==> config.mk <==
export PLATFORM = sky130hd
export DESIGN_NAME = mem_arbiter
export DESIGN_NICKNAME = d
export VERILOG_FILES = /design/src/rtl/mem_arb_pkg.sv /design/src/rtl/mem_arb_rr.sv /design/src/rtl/mem_arbiter.sv
export SDC_FILE = /design/constraint.sdc
export NUM_CORES = 1
export LEC_CHECK = 0
export CAP_MARGIN = 40
export CORE_MARGIN = 2
export CORE_UTILIZATION = 45
export CTS_CLUSTER_SIZE = 40
export DETAILED_ROUTE_END_ITERATION = 8
export MAX_ROUTING_LAYER = met4
export PLACE_DENSITY = 0.85
export SETUP_SLACK_MARGIN = 0.05
export SLEW_MARGIN = 5
export SYNTH_ARGS = -nofsm -noshare
export SYNTH_HDL_FRONTEND = slang
export SYNTH_HIERARCHICAL = 1
export SYNTH_SLANG_ARGS = --single-unit
export TNS_END_PERCENT = 100
==> constraint.sdc <==
create_clock -name i_clk -period 5.2 [get_ports i_clk]
set_input_delay 1.04 -clock i_clk [delete_from_list [all_inputs] [get_ports i_clk]]
set_output_delay 1.04 -clock i_clk [all_outputs]
set_load 0.1 [all_outputs]
==> src/rtl/mem_arb_pkg.sv <==
// rtl/mem_arb_pkg.sv - shared types and parameter defaults for the two-port memory arbiter
package mem_arb_pkg;

   localparam int DFLT_DATA_W    = 32;
   localparam int DFLT_MEM_WORDS = 2048;
   localparam int DFLT_RD_LAT    = 2;

   typedef enum logic [1:0] {
      IDLE  = 2'd0,
      ISSUE = 2'd1,
      WAIT  = 2'd2,
      RESP  = 2'd3
   } state_e;

   typedef enum logic {
      PORT_IF = 1'b0,
      PORT_LS = 1'b1
   } port_e;

endpackage

==> src/rtl/mem_arb_rr.sv <==
// rtl/mem_arb_rr.sv - 2-way round-robin picker; pointer remembers the last granted port
module mem_arb_rr
   import mem_arb_pkg::*;
(
   input  logic  i_clk,
   input  logic  i_rst_n,
   input  logic  i_req_if,
   input  logic  i_req_ls,
   input  logic  i_take,
   output logic  o_valid,
   output port_e o_port
);

   port_e last_q;
   port_e last_d;

   always_comb begin
      o_valid = i_req_if | i_req_ls;
      if (i_req_if && i_req_ls) begin
         o_port = (last_q == PORT_IF) ? PORT_LS : PORT_IF;
      end else if (i_req_ls) begin
         o_port = PORT_LS;
      end else begin
         o_port = PORT_IF;
      end
      last_d = (i_take && o_valid) ? o_port : last_q;
   end

   // Starting from IF means LS wins the first tie out of reset
   always_ff @(posedge i_clk or negedge i_rst_n) begin
      if (!i_rst_n) begin
         last_q <= PORT_IF;
      end else begin
         last_q <= last_d;
      end
   end

endmodule

==> src/rtl/mem_arbiter.sv <==
// rtl/mem_arbiter.sv - arbitrates IF and LS requests onto one registered memory port
// IDLE grants, ISSUE drives the memory for one cycle, WAIT covers read latency, RESP acks.
module mem_arbiter
   import mem_arb_pkg::*;
#(
   parameter int DATA_W    = DFLT_DATA_W,
   parameter int MEM_WORDS = DFLT_MEM_WORDS,
   parameter int RD_LAT    = DFLT_RD_LAT
) (
   input  logic              i_clk,
   input  logic              i_rst_n,
   input  logic              i_if_req,
   input  logic [DATA_W-1:0] i_if_addr,
   output logic              o_if_ack,
   output logic [DATA_W-1:0] o_if_rdata,
   output logic              o_if_err,
   input  logic              i_ls_req,
   input  logic              i_ls_we,
   input  logic [DATA_W-1:0] i_ls_addr,
   input  logic [DATA_W-1:0] i_ls_wdata,
   output logic              o_ls_ack,
   output logic [DATA_W-1:0] o_ls_rdata,
   output logic              o_ls_err,
   output logic              o_mem_we,
   output logic [DATA_W-1:0] o_mem_addr,
   output logic [DATA_W-1:0] o_mem_wdata,
   input  logic [DATA_W-1:0] i_mem_rdata
);

   localparam logic [DATA_W-3:0] WORD_LIMIT = (DATA_W-2)'(MEM_WORDS);

   state_e            state_q;
   port_e             port_q;
   logic              we_q;
   logic              fault_q;
   logic [2:0]        cnt_q;
   logic              mem_we_q;
   logic [DATA_W-1:0] mem_addr_q;
   logic [DATA_W-1:0] mem_wdata_q;
   logic              if_ack_q, if_err_q, ls_ack_q, ls_err_q;
   logic [DATA_W-1:0] if_rdata_q, ls_rdata_q;

   logic              gnt_valid;
   port_e             gnt_port;
   logic              take;
   logic              sel_we, sel_fault, to_resp, rd_ok;
   logic [DATA_W-1:0] sel_addr, sel_wdata;

   assign take = (state_q == IDLE);

   mem_arb_rr u_rr (
      .i_clk    (i_clk),
      .i_rst_n  (i_rst_n),
      .i_req_if (i_if_req),
      .i_req_ls (i_ls_req),
      .i_take   (take),
      .o_valid  (gnt_valid),
      .o_port   (gnt_port)
   );

   always_comb begin
      sel_addr  = (gnt_port == PORT_LS) ? i_ls_addr : i_if_addr;
      sel_we    = (gnt_port == PORT_LS) && i_ls_we;
      sel_wdata = sel_we ? i_ls_wdata : '0;
      sel_fault = (sel_addr[1:0] != 2'b00) || (sel_addr[DATA_W-1:2] >= WORD_LIMIT);
      to_resp   = ((state_q == ISSUE) && (fault_q || we_q || (RD_LAT == 1)))
               || ((state_q == WAIT) && (cnt_q == 3'd0));
      rd_ok     = !we_q && !fault_q;
   end

   always_ff @(posedge i_clk or negedge i_rst_n) begin
      if (!i_rst_n) begin
         state_q     <= IDLE;
         port_q      <= PORT_IF;
         we_q        <= 1'b0;
         fault_q     <= 1'b0;
         cnt_q       <= 3'd0;
         mem_we_q    <= 1'b0;
         mem_addr_q  <= '0;
         mem_wdata_q <= '0;
         if_ack_q    <= 1'b0;
         if_err_q    <= 1'b0;
         ls_ack_q    <= 1'b0;
         ls_err_q    <= 1'b0;
         if_rdata_q  <= '0;
         ls_rdata_q  <= '0;
      end else begin
         mem_we_q    <= 1'b0;
         mem_addr_q  <= '0;
         mem_wdata_q <= '0;
         if_ack_q    <= 1'b0;
         if_err_q    <= 1'b0;
         ls_ack_q    <= 1'b0;
         ls_err_q    <= 1'b0;
         case (state_q)
            IDLE: begin
               if (gnt_valid) begin
                  state_q <= ISSUE;
                  port_q  <= gnt_port;
                  we_q    <= sel_we;
                  fault_q <= sel_fault;
                  // The memory port registers double as the latched request for ISSUE
                  if (!sel_fault) begin
                     mem_we_q    <= sel_we;
                     mem_addr_q  <= sel_addr;
                     mem_wdata_q <= sel_wdata;
                  end
               end
            end
            ISSUE: begin
               if (!to_resp) begin
                  state_q <= WAIT;
                  cnt_q   <= 3'(RD_LAT - 2);
               end
            end
            WAIT: begin
               if (!to_resp) begin
                  cnt_q <= cnt_q - 3'd1;
               end
            end
            RESP: begin
               state_q <= IDLE;
               if (rd_ok) begin
                  if (port_q == PORT_IF) begin
                     if_rdata_q <= i_mem_rdata;
                  end else begin
                     ls_rdata_q <= i_mem_rdata;
                  end
               end
            end
            default: state_q <= IDLE;
         endcase
         if (to_resp) begin
            state_q <= RESP;
            if (port_q == PORT_IF) begin
               if_ack_q <= 1'b1;
               if_err_q <= fault_q;
            end else begin
               ls_ack_q <= 1'b1;
               ls_err_q <= fault_q;
            end
         end
      end
   end

   assign o_mem_we    = mem_we_q;
   assign o_mem_addr  = mem_addr_q;
   assign o_mem_wdata = mem_wdata_q;
   assign o_if_ack    = if_ack_q;
   assign o_if_err    = if_err_q;
   assign o_ls_ack    = ls_ack_q;
   assign o_ls_err    = ls_err_q;

   // Read data is only valid in the RESP cycle, so it bypasses the holding register then
   assign o_if_rdata  = (if_ack_q && rd_ok) ? i_mem_rdata : if_rdata_q;
   assign o_ls_rdata  = (ls_ack_q && rd_ok) ? i_mem_rdata : ls_rdata_q;

endmodule
* Word-level counts from Yosys, hierarchy flattened
Index checks and enable logic that the tools add are counted.
Word-level totals: bits in registers 142, input port bits 133, output and inout bits 133, word-level logic and storage cells 78
Operators by class: $add $sub $neg 1, $lt $le $gt $ge 1, equal/unequal tests 6, mux-type cells 30, bitwise gates (word level) 2, reduce and logical (&&, ||, !) cells 23
Operator list (number):
- $mux 32 | 10
- $ge 30x12->1 const B | 1
- $mux 1 | 14
- $reduce_and 3->1 | 3
- $logic_and 1x1->1 | 8
- $mux 3 | 2
- $pmux 2 s3 | 1
- $pmux 3 s2 | 1
- $eq 2x2->1 const B | 2
- $mux 2 | 2
- $ne 2x2->1 const B | 2
- $reduce_and 2->1 | 2
- $reduce_bool 2->1 | 2
- $reduce_bool 4->1 | 1
- $logic_not 3->1 | 1
- $logic_or 1x1->1 | 3
- $ne 3x3->1 const B | 1
- $sub 3x1->3 const B | 1
- $eq 2x1->1 const B | 1
- $logic_not 1->1 | 2
- $logic_not 2->1 | 1
- $not 1->1 | 1
- $or 1x1->1 | 1

* Longest topological paths before layout
Gate-level depths: netlist of run 1.
word-level depth 8, gate-level depth with buffers 7, depth with buffers taken out 7

* By module
The synthesis of run 1 kept the hierarchy.
Modules (own cells, without submodules):
- mem_arbiter | instances 1, cells each 414, area each 5931.9 um^2, sequential area each 3528.4 um^2
- mem_arb_rr | instances 1, cells each 5, area each 50.0 um^2, sequential area each 25.0 um^2

* Worst setup path after synthesis of run 1
No wires, ideal clock.
kind reg-to-output, from register if_ack_q (netlist: o_if_ack), to output o_if_rdata[11], data arrival time 2253 ps, data required time 4160 ps, setup slack 1907 ps, stages on the path, launching flop included 5, path buffers 2, path through dfrtp_1 and2_1 clkbuf_1 buf_2 mux2_1
On the way: word-level cells in the longest chain between the ends 2
RTL lines:
- start, declared | line mem_arbiter.sv:40 | logic if_ack_q, if_err_q, ls_ack_q, ls_err_q;
- start signal, assigned | line mem_arbiter.sv:81 | if_ack_q <= 1'b0;
- start signal, assigned | line mem_arbiter.sv:91 | if_ack_q <= 1'b0;
- start signal, assigned | line mem_arbiter.sv:136 | if_ack_q <= 1'b1;
- $logic_and 1x1->1 | line mem_arbiter.sv:155 | assign o_if_rdata = (if_ack_q && rd_ok) ? i_mem_rdata : if_rdata_q;
- $mux 32 | line mem_arbiter.sv:155
- end, declared | line mem_arbiter.sv:15 | output logic [DATA_W-1:0] o_if_rdata,
Every way passes these cells.

* Worst setup path in the final report of run 1
from register we_q, to output o_ls_rdata[30]
On the way: word-level cells in the longest chain between the ends 4
RTL lines:
- start, declared | line mem_arbiter.sv:34 | logic we_q;
- start signal, assigned | line mem_arbiter.sv:100 | we_q <= sel_we;
- $logic_not 1->1 | line mem_arbiter.sv:68 | rd_ok = !we_q && !fault_q;
- $logic_and 1x1->1 | line mem_arbiter.sv:68
- $logic_and 1x1->1 | line mem_arbiter.sv:156 | assign o_ls_rdata = (ls_ack_q && rd_ok) ? i_mem_rdata : ls_rdata_q;
- $mux 32 | line mem_arbiter.sv:156
- end, declared | line mem_arbiter.sv:22 | output logic [DATA_W-1:0] o_ls_rdata,
Every way passes these cells.

==> key figures, run 1 <==
Hold path
  • Worst hold path type: flip-flop to flip-flop
  • HP Start: ls_rdata_q[25]

Clocking
  • CTS clk-pin slew, worst paths: 0.06 ns
  • Cts bufs inserted: 17
  • Post-CTS sizing: 0
  • CTS tree: built
  • CTS Root Cell: clkbuf_16
  • Postcts setup bufs: 0
  • Hold_buf cts: 0
  • TritonCTS Sinks: 142
  • Clk buf depth: 2
  • H-tree Lvls: 4
  • Worst-Skew Late Latency: 0.42 ns

Timing
  • Fin crit period: 3.490 ns
  • Final hold vios: 0
  • Slew @ Worst Pin: 0.6530 ns
  • Clock Skews: 0.005177 ns
  • RSZ-0062 raised after global routing: no
  • Final WS setup: 1.710 ns
  • Slew HR: 0.5621
  • Setup violations, final: 0
  • Max Freq: 286.5 MHz
  • Fin crit share: 0.6711
  • Hold slack: 0.4915 ns
  • Final-report max-slew violation count: 0
  • Sum Neg Setup Slack: 0 ns

GRT
  • Largest net degree at the start of global routing: 68
  • Vias in the first global route: 5561
  • First-pass GRT wire length: 30990 µm
  • Grt ovf: 0
  • Antenna violations before repair: 0
  • Tot GR Track Use: 0.3038

Power
  • VDD IR max: 0.3067 mV
  • PwrDens: 273.0 nW/µm²
  • Pwr Total: 0.002930 W
  • Leak Pwr: 5.084 nW

Synth
  • Syn avg cell area: 14.28 µm²
  • Mapped Cells: 419
  • Yosys reg bits: 142
  • YS warnings: 6
  • Register area share after synthesis: 0.5940
  • Library cells used by synthesis: 36
  • Cell Area, Synth: 5982 µm²

Critical path
  • Critical path buffers and inverters: 2
  • Worst Setup SP: we_q
  • Critical Path AT: 2.45 ns
  • CP delay by family, top: buffers and inverters
  • Worst path required time: 4.16 ns
  • Worst Setup Start Kind: flip-flop
  • Crit path max-delay cell type: dfrtp_1
  • Critical path class: flip-flop to output port
  • Most common cell on crit path: buf_4
  • Slowest stage delay, CP: 0.42 ns
  • R2R Path Start: u_rr/last_q
  • Peak fanout along the critical path: 32
  • Crit path capture type: output port
  • Crit-path cells: nor2_1 -> and2_1 -> buf_4 -> mux2_2 -> buf_4

Die
  • Row cnt: 42
  • Die width: 119.3 µm
  • Die Area: 14230 µm²
  • Core area: 13090 µm²
  • Initial Util: 0.4572
  • Chip height: 119.3 µm
  • I/O Pins: 266

Detailed routing
  • Routed WL: 20350 µm
  • Wire per inst: 21.09 µm
  • Final ANT Viol Nets: 0
  • Routed vias/inst: 5.142
  • Vias post-DR: 4962
  • Starting DRT DRC Count: 246
  • Iteration count of the initial detailed-routing pass: 4
  • Number of remaining DRC errors: 0

Final layout
  • Synth-to-layout area growth: 79.42%
  • Layout cells sized above 1: 0.3790
  • Total Nets Final: 917
  • Final instance count without filler cells: 965
  • N_diodes: 0

Place
  • Post-Place Cells: 934
  • Final HPWL DP: 14550 µm
  • Worst slack, placed: 1.483 ns
  • RD Place Congestion: 0.8250
  • IO Port Bufs: 265

Status
  • Status: finished clean

Flow run
  • Max-cap check violation count: 0
## sequential cells by signal, summed over array words and instances (netlist names)
| register | cells |
|---|---|
| cnt_q | 3 |
| fault_q | 1 |
| if_rdata_q | 32 |
| ls_rdata_q | 32 |
| o_if_ack | 1 |
| o_if_err | 1 |
| o_ls_ack | 1 |
| o_ls_err | 1 |
| o_mem_addr | 32 |
| o_mem_wdata | 32 |
| o_mem_we | 1 |
| port_q | 1 |
| state_q | 2 |
| u_rr/last_q | 1 |
| we_q | 1 |
## synthesized netlist by cell type (all sizes together)
library cell,number,share of area
mux2i,11,0.018
ha,6,0.013
a2bb2oi,1,0.0015
buf,18,0.019
nor3,13,0.011
a21o,3,0.0038
mux2,130,0.24
a31oi,2,0.0021
or2,1,0.0010
and4,1,0.0015
and3,1,0.0010
o21ai,5,0.0042
nor2,5,0.0031
nand3,4,0.0042
and2,36,0.038
a221oi,1,0.0015
nand2,8,0.0050
nand3b,1,0.0013
a41oi,1,0.0015
a211oi,1,0.0033
a21boi,1,0.0013
inv,8,0.0050
nor2b,1,0.0010
clkbuf,4,0.0025
a21oi,1,0.00084
dfrtp,142,0.59
nor4,9,0.013
nand4,1,0.0010
o211ai,2,0.0025
conb,1,0.00063
## kinds of logic after synthesis
group	after synthesis	share of synthesized area
AOI/OAI and AO/OA	18	0.02238
buffers and inverters	30	0.02656
adders and majority gates	6	0.01255
other	1	0.0006269
muxes	141	0.2631
DFF	142	0.5940
and+or+nand+nor	81	0.08074
## path summary, 6_finish.rpt
check	depth (start not counted)	endpoint	slack [ns]
max	5	o_ls_rdata[30]	1.71
min	1	ls_rdata_q[25]	0.49
max reg2reg	5	fault_q	2.94
min reg2reg	1	ls_rdata_q[25]	0.49
max in group asynchronous	3	if_rdata_q[12]	3.52
min in group asynchronous	1	ls_rdata_q[25]	0.55
## report_power, final
group,internal (W),switching [W]
sequential,0.00116,0.0000362
clock,0.000636,0.000442
combinational,0.000298,0.000362
## routing by layer
metal  GRT usage  vias up  part of all wire
met4      0.1640        0             0.052
li1            -     2173                 -
met2      0.5338      247              0.54
met5           -        -                 0
met3     0.06897       70             0.061
met1      0.3166     2472              0.35
## through the flow
step	instance area (µm²)	utilization
5_1_grt	10730	0.8202
3_5_place_dp	10200	0.7795
3_3_place_gp	8691	0.6642
4_1_cts	10720	0.8191
6_report	10730	0.8202
2_1_floorplan	6057	-
## cells in the final DEF (no fill, tap or decap), types with 3 or more instances in the layout
| cell | instances |
|---|---|
| clkbuf_8 | 3 |
| nor3_1 | 13 |
| a21o_1 | 3 |
| clkbuf_1 | 3 |
| clkbuf_16 | 17 |
| nand3_1 | 3 |
| buf_16 | 35 |
| nand2_1 | 8 |
| nor2_1 | 4 |
| nor4_1 | 7 |
| dfrtp_1 | 142 |
| mux2i_1 | 11 |
| o21ai_0 | 5 |
| mux2_2 | 124 |
| conb_1 | 21 |
| mux2_1 | 6 |
| buf_4 | 69 |
| buf_8 | 36 |
| inv_1 | 8 |
| and2_1 | 36 |
| ha_1 | 6 |
| clkinv_2 | 5 |
| clkdlybuf4s50_1 | 200 |
## final cells by class
| class | instances | area [µm²] |
|---|---|---|
| clock buffer | 23 | 478.0 |
| clock inverter | 7 | 40.04 |
| fill | 640 | 2352 |
| inverter | 8 | 30.03 |
| multi-input combinational | 267 | 2356 |
| sequential | 142 | 3553 |
| tap | 176 | 220.2 |
| timing repair buffer | 342 | 4055 |
## worst register-to-register path: stages, from the launching register on
cell       delay (ns)
dfrtp_1          0.41
a21boi_2         0.54
buf_4            0.34
nand3b_1         0.15
a21o_1           0.40
a2bb2oi_1        0.31
No activity file was read; power rests on OpenSTA's default activity.
==> run 2, diff against run 1 <==
Settings changed: CORE_UTILIZATION 45 to 42, PLACE_DENSITY 0.85 to 0.8.
Clock period 5.2 ns to 3.25 ns, I/O delays scaled along.
==> key figures, run 2 (synthesis results as in run 1) <==
Status
  • Status: finished clean

Clocking
  • H-tree Lvls: 4
  • Cts bufs inserted: 17
  • CTS tree: built
  • Clk buf depth: 2
  • CTS Root Cell: clkbuf_16
  • TritonCTS Sinks: 142
  • Postcts setup bufs: 0
  • Hold_buf cts: 0
  • CTS clk-pin slew, worst paths: 0.07 ns
  • Worst-Skew Late Latency: 0.42 ns
  • Post-CTS sizing: 0

Final layout
  • N_diodes: 0
  • Synth-to-layout area growth: 66.85%
  • Layout cells sized above 1: 0.4252
  • Filler cells: 900
  • Total Nets Final: 848
  • Most common cell after layout, fill and taps aside: dfrtp_1
  • Most frequent cells in the layout: dfrtp_1 (142), clkdlybuf4s50_1 (131), mux2_2 (124), buf_4 (74), buf_12 (66)

Die
  • Row cnt: 43
  • Chip height: 123.3 µm
  • Core area: 13880 µm²
  • I/O Pins: 266
  • Initial Util: 0.4310
  • Die Area: 15210 µm²
  • Die width: 123.3 µm

Detailed routing
  • Routed vias/inst: 4.887
  • Wire per inst: 17.45 µm
  • Routed length on met1: 5933 µm
  • Iteration count of the initial detailed-routing pass: 4
  • Met2 wire len: 8147 µm
  • Starting DRT DRC Count: 194
  • Met3 WL: 1225 µm
  • Vias post-DR: 4408
  • Final ANT Viol Nets: 0
  • Number of remaining DRC errors: 0
  • Max layer used: met4
  • Routed WL: 15740 µm

Timing
  • Max Freq: 327.0 MHz
  • Hold slack: 0.1213 ns
  • Slew HR: 0.4606
  • Setup violations, final: 0
  • Slew @ Worst Pin: 0.8091 ns
  • RSZ-0062 raised after global routing: no
  • Fin crit period: 3.058 ns
  • Final hold vios: 0
  • Final-report max-slew violation count: 0
  • Clock Skews: 0.007566 ns
  • Fin crit share: 0.9409
  • Sum Neg Setup Slack: 0 ns

Power
  • Psw: 0.001372 W
  • Logic pwr share: 0.182
  • Internal power: 0.003272 W
  • PwrDens: 465.3 nW/µm²
  • Clk pwr share: 0.408
  • Switching portion of total power: 0.2954
  • VDD IR max: 0.4183 mV
  • Seq pwr share: 0.410
  • Leak Pwr: 4.760 nW

Critical path
  • Crit path max-delay cell type: and2_2
  • Peak fanout along the critical path: 17
  • Crit-path cells: nor2_1 -> and2_2 -> buf_12 -> mux2_1 -> buf_12
  • R2r setup slk: 1.25 ns
  • Crit path capture type: output port
  • Critical path class: flip-flop to output port
  • Worst Setup Start Kind: flip-flop
  • Reg2Reg Depth: 3
  • Worst path required time: 2.60 ns
  • Slowest stage delay, CP: 0.51 ns
  • R2R Path Start: we_q
  • Critical Path AT: 2.41 ns
  • Reg-to-Reg End: ls_rdata_q[16]
  • Most common cell on crit path: buf_12

GRT
  • First-pass GRT wire length: 24190 µm
  • Vias in the first global route: 4719
  • Tot GR Track Use: 0.2194
  • Largest net degree at the start of global routing: 82
  • Antenna violations before repair: 0
  • Grt ovf: 0

Flow run
  • Max-cap check violation count: 0

Place
  • Final HPWL DP: 12100 µm
  • RD Place Congestion: 0.8069
  • IO Port Bufs: 265

Hold path
  • Worst hold path type: primary input to asynchronous set/reset pin
-- run 2: worst max-delay path: cells and delay by family, from the launching register on --
kind,cells,cell delay [ns]
DFF,1,0.39
buffers and inverters,2,0.41
muxes,1,0.39
and+or+nand+nor,2,0.79
-- run 2: per-layer routing --
metal | vias to the layer above | track usage
met5 | - | -
met2 | 193 | 0.3633
met4 | 0 | 0.08736
met3 | 28 | 0.06504
met1 | 2155 | 0.2499
li1 | 2032 | -
-- run 2: power by group through the flow --
stage	sequential (W)	clock [W]	combinational [W]
after floorplan	0.00216	0	0.000250
after global placement	0.00193	0	0.000807
after detailed placement	0.00193	0	0.000843
after CTS	0.00190	0.00193	0.000849
after global routing	0.00191	0.00202	0.000912
final	0.00190	0.00190	0.000846
-- run 2: how the worst max path moves through the flow --
stage                     startpoint              end  slack [ns]  depth (start not counted)
final                           we_q   o_if_rdata[12]        0.19                          5
after global routing         fault_q   o_if_rdata[12]        0.06                          5
after CTS                    fault_q   o_if_rdata[12]        0.18                          5
after detailed placement    i_ls_req  o_mem_wdata[26]        0.60                          7
after global placement      i_if_req   o_mem_wdata[1]        0.65                          7
after floorplan             o_if_ack   o_if_rdata[11]        0.35                          4
-- run 2: cell type report --
type                    instances  area [µm²]  area share
well taps                     180       225.2     0.02256
inverters                       8       30.03    0.003009
multi-input cells             267        2360      0.2364
repair buffers                273        3227      0.3233
clock buffers                  18       439.2     0.04400
clock inverters                14       146.4     0.01467
flip-flops and latches        142        3553      0.3560
-- run 2: per-stage QoR --
stage	util	total power, W	worst slack (ns)	cells	cell area [µm²]
final	0.7190	0.004644	0.1921	902	9981
after global routing	0.7190	0.004847	0.06100	902	9981
after CTS	0.7190	0.004682	0.1783	902	9981
after detailed placement	0.6769	0.002775	0.6024	870	9395
after global placement	0.6749	0.002736	0.6546	869	9368
after floorplan	-	0.002414	0.3471	439	6057
==> run 3, diff against run 2 <==
Settings changed: CORE_UTILIZATION 42 to 45, PLACE_DENSITY 0.8 to 0.85, REMOVE_ABC_BUFFERS set to 1.
Clock period 3.25 ns to 3.6 ns, I/O delays scaled along.
==> key figures, run 3 (synthesis results as in run 1) <==
GRT
  • Largest net degree at the start of global routing: 79
  • Tot GR Track Use: 0.3150
  • Vias in the first global route: 5539
  • Antenna violations before repair: 0
  • First-pass GRT wire length: 32020 µm
  • Grt ovf: 0

Critical path
  • R2r setup slk: 1.38 ns
  • Slowest stage delay, CP: 0.45 ns
  • Reg-to-Reg End: o_mem_wdata[30]
  • CP delay by family, top: buffers and inverters
  • Critical path class: flip-flop to output port
  • Crit path capture type: output port
  • Critical path buffers and inverters: 2
  • Peak fanout along the critical path: 32
  • Critical Path AT: 2.41 ns
  • Reg2Reg Depth: 6
  • R2R Path Start: u_rr/last_q
  • Crit path max-delay cell type: mux2_1
  • Crit path depth: 5
  • Worst path required time: 2.88 ns
  • Crit-path cells: nor2_1 -> and2_1 -> buf_4 -> mux2_1 -> buf_12
  • Worst Setup Start Kind: flip-flop

Timing
  • Slew HR: 0.5202
  • Fin crit period: 3.125 ns
  • Slew @ Worst Pin: 0.7197 ns
  • RSZ-0062 raised after global routing: no
  • Hold slack: 0.2955 ns
  • Clock Skews: 0.007999 ns
  • Final-report max-slew violation count: 0
  • Setup violations, final: 0
  • Final hold vios: 0
  • Max Freq: 320.0 MHz
  • Sum Neg Setup Slack: 0 ns
  • Fin crit share: 0.8681

Power
  • Seq pwr share: 0.396
  • Internal power: 0.003119 W
  • Leak Pwr: 5.225 nW
  • Switching portion of total power: 0.2824
  • Logic pwr share: 0.208
  • PwrDens: 379.7 nW/µm²
  • Clk pwr share: 0.396
  • VDD IR max: 0.3105 mV
  • Psw: 0.001228 W

Clocking
  • Worst-Skew Late Latency: 0.42 ns
  • Clk buf depth: 2
  • Post-CTS sizing: 0
  • H-tree Lvls: 4
  • TritonCTS Sinks: 142
  • Hold_buf cts: 0
  • CTS clk-pin slew, worst paths: 0.06 ns
  • Postcts setup bufs: 0
  • CTS Root Cell: clkbuf_16
  • CTS tree: built
  • Cts bufs inserted: 17

Detailed routing
  • Routed WL: 21230 µm
  • Wire per inst: 22.00 µm
  • Vias post-DR: 4929
  • Starting DRT DRC Count: 283
  • Number of remaining DRC errors: 0
  • Routed vias/inst: 5.108
  • Final ANT Viol Nets: 0
  • Iteration count of the initial detailed-routing pass: 4

Status
  • Status: finished clean

Final layout
  • Total Nets Final: 916
  • Most frequent cells in the layout: clkdlybuf4s50_1 (200), dfrtp_1 (142), mux2_2 (124), buf_12 (65), buf_8 (44)
  • N_diodes: 0
  • Synth-to-layout area growth: 91.36%
  • Layout cells sized above 1: 0.3815
  • Most common cell after layout, fill and taps aside: clkdlybuf4s50_1
  • Filler cells: 502

Die
  • Die width: 119.3 µm
  • Die Area: 14230 µm²
  • Row cnt: 42
  • Core area: 13090 µm²
  • I/O Pins: 266
  • Initial Util: 0.4572
  • Chip height: 119.3 µm

Place
  • RD Place Congestion: 0.8776
  • IO Port Bufs: 265
  • Final HPWL DP: 15200 µm

Hold path
  • Worst hold path type: primary input to asynchronous set/reset pin

Flow run
  • Max-cap check violation count: 0
run 3: cell types whose count changed in the layout (fill, tap and decap cells not counted), moves of 3 or more:
cell	previous run	this run
clkdlybuf4s50_1	131	200
buf_4	74	6
buf_8	0	44
buf_16	1	25
inv_6	5	0
clkinvlp_4	1	4
inv_8	3	0
run 3: final cells by class:
cell class | instances | area [µm²] | share of cell area
repair buffers | 341 | 4708 | 0.4113
flip-flops and latches | 142 | 3553 | 0.3104
multi-input cells | 267 | 2351 | 0.2054
clock buffers | 21 | 470.5 | 0.04110
well taps | 176 | 220.2 | 0.01924
clock inverters | 10 | 113.9 | 0.009946
inverters | 8 | 30.03 | 0.002623
run 3: power by group through the flow:
stage / registers (W) / clock network [W] / logic [W]
detailed placement: 0.00174 / 0 / 0.000879
global placement: 0.00174 / 0 / 0.000731
finish: 0.00172 / 0.00172 / 0.000905
CTS: 0.00172 / 0.00174 / 0.000899
global route: 0.00173 / 0.00181 / 0.000955
floorplan: 0.00195 / 0 / 0.000223
run 3: worst max path at each step:
| stage | startpoint | to | slack [ns] |
|---|---|---|---|
| after floorplan | i_ls_req | o_mem_wdata[0] | -0.31 |
| after detailed placement | i_ls_req | o_mem_wdata[30] | 0.65 |
| after global placement | i_ls_req | o_mem_wdata[4] | 0.75 |
| after global routing | fault_q | o_ls_rdata[25] | 0.37 |
| after CTS | fault_q | o_ls_rdata[25] | 0.49 |
| final | we_q | o_ls_rdata[25] | 0.47 |
run 3: through the flow:
step	setup slack [ns]	cells	power, W	util	instance area, µm²
after floorplan	-0.3052	417	0.002176	-	5928
after global placement	0.7542	865	0.002466	0.7271	9514
after detailed placement	0.6474	934	0.002623	0.8302	10860
after CTS	0.4860	965	0.004355	0.8748	11450
after global routing	0.3729	965	0.004492	0.8748	11450
final	0.4748	965	0.004347	0.8748	11450
run 3: routing by layer:
layer  GRT usage  vias to the layer above  wire length (µm)
met5           -                        -                 0
met4      0.1640                        0              1066
met2      0.5679                      260             11460
met3     0.07375                       65              1216
met1      0.3166                     2441              7488
li1            -                     2163                 -
